===== src/rtl/shift_register_sequencer.sv =====
// Sequencer for an external N-bit universal shift register: loads a word, shifts it out
// one bit per DIV-cycle period while shifting sin in, then presents the received word.
module shift_register_sequencer #(
    parameter int N   = 8,
    parameter int DIV = 4
) (
    input  logic         clk,
    input  logic         reset,
    input  logic         start_valid,
    output logic         start_ready,
    input  logic [N-1:0] tx_data,
    input  logic         msb_first,
    input  logic         abort,
    input  logic         sin,
    output logic         sout,
    output logic         busy,
    output logic         rx_valid,
    output logic [N-1:0] rx_data,
    output logic [1:0]   sr_ctrl,
    output logic [N-1:0] sr_d,
    input  logic [N-1:0] sr_q,
    output logic [1:0]   state_dbg
);

    localparam int PW = (DIV > 1) ? $clog2(DIV) : 1;
    localparam int BW = $clog2(N);
    localparam logic [PW-1:0] PRESC_LAST = PW'(DIV - 1);
    localparam logic [BW-1:0] BIT_LAST   = BW'(N - 1);

    typedef enum logic [1:0] {
        IDLE  = 2'd0,
        LOAD  = 2'd1,
        SHIFT = 2'd2,
        DONE  = 2'd3
    } state_t;

    state_t        state_q, state_d;
    logic [PW-1:0] presc_q, presc_d;
    logic [BW-1:0] bit_q, bit_d;
    logic          dir_q, dir_d;
    logic [N-1:0]  data_q, data_d;
    logic          rx_valid_q, rx_valid_d;
    logic [N-1:0]  rx_data_q, rx_data_d;
    logic [N-1:0]  shifted;

    // Handshake: a request is taken on any edge where start_valid && start_ready.
    always_comb begin
        state_d    = state_q;
        presc_d    = presc_q;
        bit_d      = bit_q;
        dir_d      = dir_q;
        data_d     = data_q;
        rx_valid_d = 1'b0;
        rx_data_d  = rx_data_q;
        sr_ctrl    = 2'b00;
        sr_d       = '0;
        sout       = 1'b0;
        // Register contents after the current shift; captured on the final shift so
        // rx_data is already valid while rx_valid is high.
        shifted    = dir_q ? {sr_q[N-2:0], sin} : {sin, sr_q[N-1:1]};

        case (state_q)
            IDLE: begin
                if (start_valid) begin
                    data_d  = tx_data;
                    dir_d   = msb_first;
                    presc_d = '0;
                    bit_d   = '0;
                    state_d = LOAD;
                end
            end
            LOAD: begin
                if (abort) begin
                    state_d = IDLE;
                end else begin
                    sr_ctrl = 2'b11;
                    sr_d    = data_q;
                    state_d = SHIFT;
                end
            end
            SHIFT: begin
                sout = dir_q ? sr_q[N-1] : sr_q[0];
                if (abort) begin
                    presc_d = '0;
                    bit_d   = '0;
                    state_d = IDLE;
                end else if (presc_q == PRESC_LAST) begin
                    sr_ctrl = dir_q ? 2'b01 : 2'b10;
                    sr_d    = {{(N-1){1'b0}}, sin};
                    presc_d = '0;
                    if (bit_q == BIT_LAST) begin
                        bit_d      = '0;
                        rx_valid_d = 1'b1;
                        rx_data_d  = shifted;
                        state_d    = DONE;
                    end else begin
                        bit_d = bit_q + BW'(1);
                    end
                end else begin
                    presc_d = presc_q + PW'(1);
                end
            end
            DONE: begin
                state_d = IDLE;
            end
            default: begin
                state_d = IDLE;
            end
        endcase
    end

    always_ff @(posedge clk or posedge reset) begin
        if (reset) begin
            state_q    <= IDLE;
            presc_q    <= '0;
            bit_q      <= '0;
            dir_q      <= 1'b0;
            data_q     <= '0;
            rx_valid_q <= 1'b0;
            rx_data_q  <= '0;
        end else begin
            state_q    <= state_d;
            presc_q    <= presc_d;
            bit_q      <= bit_d;
            dir_q      <= dir_d;
            data_q     <= data_d;
            rx_valid_q <= rx_valid_d;
            rx_data_q  <= rx_data_d;
        end
    end

    assign start_ready = (state_q == IDLE);
    assign busy        = (state_q != IDLE);
    assign rx_valid    = rx_valid_q;
    assign rx_data     = rx_data_q;
    assign state_dbg   = state_q;

endmodule


===== config.mk =====
export PLATFORM = sky130hd
export DESIGN_NAME = shift_register_sequencer
export DESIGN_NICKNAME = d
export VERILOG_FILES = /design/src/rtl/shift_register_sequencer.sv
export SDC_FILE = /design/constraint.sdc
export NUM_CORES = 1
export LEC_CHECK = 0
export CAP_MARGIN = 20
export CORE_MARGIN = 2
export CORE_UTILIZATION = 44
export DETAILED_ROUTE_END_ITERATION = 8
export GPL_TIMING_DRIVEN = 0
export PLACE_DENSITY = 0.78
export SLEW_MARGIN = 10
export SYNTH_ARGS = -nofsm -noshare
export SYNTH_HDL_FRONTEND = slang
export SYNTH_SLANG_ARGS = --single-unit

===== constraint.sdc =====
create_clock -name clk -period 1.9 [get_ports clk]
set_input_delay 0.19 -clock clk [delete_from_list [all_inputs] [get_ports clk]]
set_output_delay 0.19 -clock clk [all_outputs]
set_load 0.03 [all_outputs]

==> results.toml, run 1 <==
[timing]
tightestPinTransition_ps = 354
slew_headroom = 0.757
hold_violations = 0
final_max_slew_viol_count = 0
setup_violations = 0
tns_ps = 0
max_clock_freq_ghz = 0.540
min_period_ps = 1850
clock_skew_ps = 6.02
finalCritPeriodShare = 0.975
grt_setup_unrepaired = "yes"

[yosys]
synth_ff_type = "dfrtp_1"
synth-seq-cells = 25
netlist_top_cells_count = "dfrtp_1 (25), mux2i_1 (13), nand2_1 (13)"
synth_top_area_cell = "dfrtp_1"
synth.net_count = 150
netlist_instances = 119
yosysMostFrequentCell = "dfrtp_1"
synthesis.area_um2 = 1310
async_flop_share = 1.00
ys_warn_count = 0
netlist-cell-type-count = 25
synth_top_area_share = 0.476
synth.area.top_cells = "dfrtp_1 (48%), mux2i_1 (9.9%), ha_1 (8.6%)"
yosysSeqAreaShare = 0.476
syn_avg_cell_area_um2 = 11.0
synth-edff-count = 0

[run]
max_cap_violations = 0

[critical_path]
r2r_slack_ps = 220
criticalPathCategory = "reg -> out"
crit_path_end_kind = "output pin"
cp_data_required_time_ps = 1710
crit_fanout = 8
critPathLaunchType = "register"
worstPathArrival_ps = 1660

[outcome]
status = "complete, but fails checks"
violations = "DRC"

[placed_design]
hpwl_mm = 2.29
dpl_cell_area_um2 = 1800
io_buffers = 45
gp_congestion = 0.831

[clock_network]
clockBufferDepth = 2
htree_levels = 1
cts_root_buf = "clkbuf_4"
clock_latency_ps = 320
cts_tree = "yes"
clock_sinks = 25
cts-buffers-inserted = 3
clkTransAtPathRegs_ps = 140

[routing]
postRouteAntennaNets = 0
drc_errors = 5
first_pass_iters = 6
drt_wl_total_mm = 3.12
routedWlPerCell_um = 15.1
via_per_inst = 5.31
vias = 1099
first_iter_violations = 43

[grt]
grt_pass1_vias = 1113
grt_pass1_wl_mm = 5.13
grt_overflow = 0
grt_usage = 0.196
grt_max_degree = 26
antenna_found_initial = 0

[layout]
area.sequential_um2 = 626
n_antenna_cell = 0
drive_above_1_share = 0.233
fin_area_um2 = 1940
layout.nets = 208
area_growth_pct = 47.6
fillerInstances = 224
multi_input_area_um2 = 683
finish.utilization = 0.691

[die]
core_um2 = 2810
die_w_um = 58.6
start_util = 0.468
die_area_um2 = 3440
die_h_um = 58.6
rows = 19
pin_count = 46

[power]
irDropWorstVdd_v = 0.00122
p_leak_nw = 0.936
p_per_area_nw_per_um2 = 1190

[min_path]
min_path_type = "in -> async"
## metrics by stage
step | total power [W] | setup slack [ps] | cells | hold slack, ps
after CTS | 0.00225 | 2.48 | 202 | 405
after global placement | 0.00189 | -303 | 195 | 468
after global routing | 0.00247 | -47.6 | 207 | 93.5
final | 0.00231 | 47.8 | 207 | 85.7
after detailed placement | 0.00193 | -332 | 195 | 471
after floorplan | 0.00154 | 12.3 | 119 | 217
## worst paths after layout
check                          endpoint  depth (start not counted)         start
min in group clk              data_q[6]                          2    tx_data[6]
max                             sr_d[0]                          6  state_dbg[0]
min reg2reg                  rx_data[6]                          2    rx_data[6]
max in group asynchronous  state_dbg[0]                          3         reset
min                            rx_valid                          2         reset
max reg2reg                    bit_q[0]                          6  state_dbg[1]
## registers in the layout (all words and copies together) (netlist names)
signal / count
rx_data: 8
rx_valid: 1
dir_q: 1
state_dbg: 2
bit_q: 3
presc_q: 2
data_q: 8
## layout make-up
type / count / area share
well taps: 31 / 0.0200
repair buffers: 53 / 0.266
clock inverters: 1 / 0.00387
inverters: 9 / 0.0174
plain buffers: 2 / 0.00645
clock buffers: 3 / 0.0116
multi-input cells: 83 / 0.352
flip-flops and latches: 25 / 0.323
## where the power goes
part,internal (W),switching [W]
combinational,0.000642,0.000671
clock,0.0000803,0.000162
sequential,0.000668,0.0000847
total,0.00139,0.000918
## layout by cell type (no fill, tap or decap), types with 3 or more instances in the layout
| cell | synthesis | routed |
|---|---|---|
| and2_1 | 6 | 6 |
| buf_4 | 0 | 11 |
| buf_6 | 0 | 3 |
| clkbuf_4 | 0 | 4 |
| clkdlybuf4s50_1 | 0 | 31 |
| dfrtp_1 | 25 | 25 |
| dlygate4sd2_1 | 0 | 3 |
| ha_1 | 9 | 6 |
| ha_4 | 0 | 3 |
| inv_1 | 9 | 7 |
| mux2_2 | 9 | 9 |
| mux2i_1 | 13 | 13 |
| nand2_1 | 13 | 13 |
| nor2_1 | 5 | 5 |
| o21ai_0 | 9 | 8 |
## metal layers
metal	track usage	routed length [um]	share of wire
met1	0.247	1290	0.41
met2	0.337	1530	0.49
met3	0.0374	237	0.076
met4	0.0682	57	0.018
met5	0	0	0
## timing repair
action,4_1_cts,5_1_grt
pin swaps,1,0
buffers inserted,3,4
hold buffers,0,0
endpoints found under the setup margin,13,11
resized for setup,49,22
## critical path, cell delays in order, from the launching register on
cell	delay (ps)
dfrtp_1	420
inv_2	120
ha_4	200
nor2b_4	200
nand3_1	90
o21ai_1	140
buf_4	180
## logic make-up after synthesis
logic type / synth area share
AO/OA/AOI/OAI: 0.0790
flip-flops: 0.476
buffers and inverters: 0.0333
AND/OR/NAND/NOR: 0.138
multiplexers: 0.188
adder cells (fa/ha/maj): 0.0857
Power figures use the tool's default switching activity.
==> inputs of run 2 (changes only) <==
Settings changed: SKIP_CTS_REPAIR_TIMING set to 1.
==> results.toml, run 2 (synthesis results as in run 1) <==
[clock_network]
clockBufferDepth = 2
cts_root_buf = "clkbuf_4"
htree_levels = 1
clkTransAtPathRegs_ps = 150
cts_tree = "yes"
cts-buffers-inserted = 3
clock_latency_ps = 320
clock_sinks = 25

[routing]
routedWlPerCell_um = 15.7
drt_wl_total_mm = 3.26
via_per_inst = 5.33
first_iter_violations = 52
postRouteAntennaNets = 0
drc_errors = 5
vias = 1109
first_pass_iters = 6

[die]
die_area_um2 = 3440
pin_count = 46
die_w_um = 58.6
rows = 19
start_util = 0.468
core_um2 = 2810
die_h_um = 58.6

[layout]
area_growth_pct = 50.9
layout.nets = 209
final_common_cell = "clkdlybuf4s50_1"
drive_above_1_share = 0.271
n_antenna_cell = 0
finish.utilization = 0.707
final_cells = 208
layout_common_cells = "clkdlybuf4s50_1 (31), dfrtp_1 (25), nand2_1 (13), mux2i_1 (13), mux2_2 (9)"

[critical_path]
cpPeakStageDelay_ps = 430
r2r_cells = 5
crit_path_start = "state_dbg[0]"
critPathLaunchType = "register"
cp-endpoint = "sr_d[7]"
worst_path_max_delay_cell = "dfrtp_1"
r2r_slack_ps = 260
crit_path_end_kind = "output pin"
cp_data_required_time_ps = 1710
path_common_cell = "buf_6"
worstPathCellList = "buf_6, buf_6, ha_4, and3b_2, buf_4, and2_4, buf_6"
criticalPathCategory = "reg -> out"
worstPathArrival_ps = 1830
crit_fanout = 7
worst_r2r_startpoint = "state_dbg[1]"
r2r-end = "bit_q[0]"

[grt]
grt_max_degree = 26
grt_overflow = 0
antenna_found_initial = 0
grt_pass1_wl_mm = 5.00
grt_usage = 0.189
grt_pass1_vias = 1098

[timing]
hold_violations = 0
tightestPinTransition_ps = 407
max_clock_freq_ghz = 0.495
tns_ps = -172
finalCritPeriodShare = 1.06
min_period_ps = 2020
setup_violations = 3
clock_skew_ps = 8.96
final_max_slew_viol_count = 0
grt_setup_unrepaired = "yes"
slew_headroom = 0.721
worst_slack_ps = -119

[outcome]
status = "complete, but fails checks"
violations = "DRC, setup timing"

[power]
p_leak_nw = 0.980
irDropWorstVdd_v = 0.00116
p_per_area_nw_per_um2 = 1230

[run]
max_cap_violations = 0

[min_path]
min_path_type = "in -> async"

[placed_design]
gp_congestion = 0.831
dp.cells = 195
hpwl_mm = 2.29
io_buffers = 45
[run 2: cell count changes in the layout (fill, tap and decap cells not counted), sizes merged]
cell          before  now
dlymetal6s2s       2    4
dlygate4sd2        3    0
buf               16   21
clkbuf             6    3
[run 2: layout make-up]
class / count / area [um^2]
Clock inverter: 1 / 7.51
Buffer: 2 / 10.0
Sequential cell: 25 / 626
Inverter: 9 / 33.8
Timing Repair Buffer: 54 / 548
Fill cell: 216 / 823
Multi-Input combinational cell: 83 / 696
Clock buffer: 3 / 22.5
Tap cell: 31 / 38.8
[run 2: per-layer routing]
layer,track usage,vias to the layer above,wire [um],part of all wire
li1,-,524,-,-
met1,0.247,533,1360,0.42
met2,0.319,48,1640,0.50
met3,0.0352,4,223,0.068
met4,0.0552,0,42,0.013
met5,0,-,0,0
[run 2: stage by stage]
stage	setup slack, ps	hold slack, ps	area [um^2]	power, W
after CTS	-707	405	1830	0.00218
after floorplan	12.3	217	1310	0.00154
after detailed placement	-332	471	1800	0.00193
after global routing	-187	93.2	1980	0.00259
after global placement	-303	468	1800	0.00189
final	-119	81.7	1980	0.00244
[run 2: how the worst min path moves through the flow]
stage	from	endpoint	slack, ps
after floorplan	reset	bit_q[0]	220
after global placement	rx_data[3]	rx_data[3]	470
after detailed placement	rx_data[6]	rx_data[6]	470
after CTS	reset	data_q[2]	400
after global routing	reset	rx_valid	90
final	reset	rx_valid	80
[run 2: worst max-delay path: cells and delay by family (launching register included)]
kind	cells	cell delay, ps
buf+inv	4	520
flops	1	430
simple gates	2	410
fa+ha+maj	1	150
[run 2: power breakdown]
part / leakage (nW) / switching, W / internal [W] / total [W]
clock network: 0.0139 / 0.000164 / 0.0000803 / 0.000244
registers: 0.326 / 0.0000941 / 0.000668 / 0.000763
logic: 0.640 / 0.000712 / 0.000721 / 0.00143
total: 0.980 / 0.000969 / 0.00147 / 0.00244
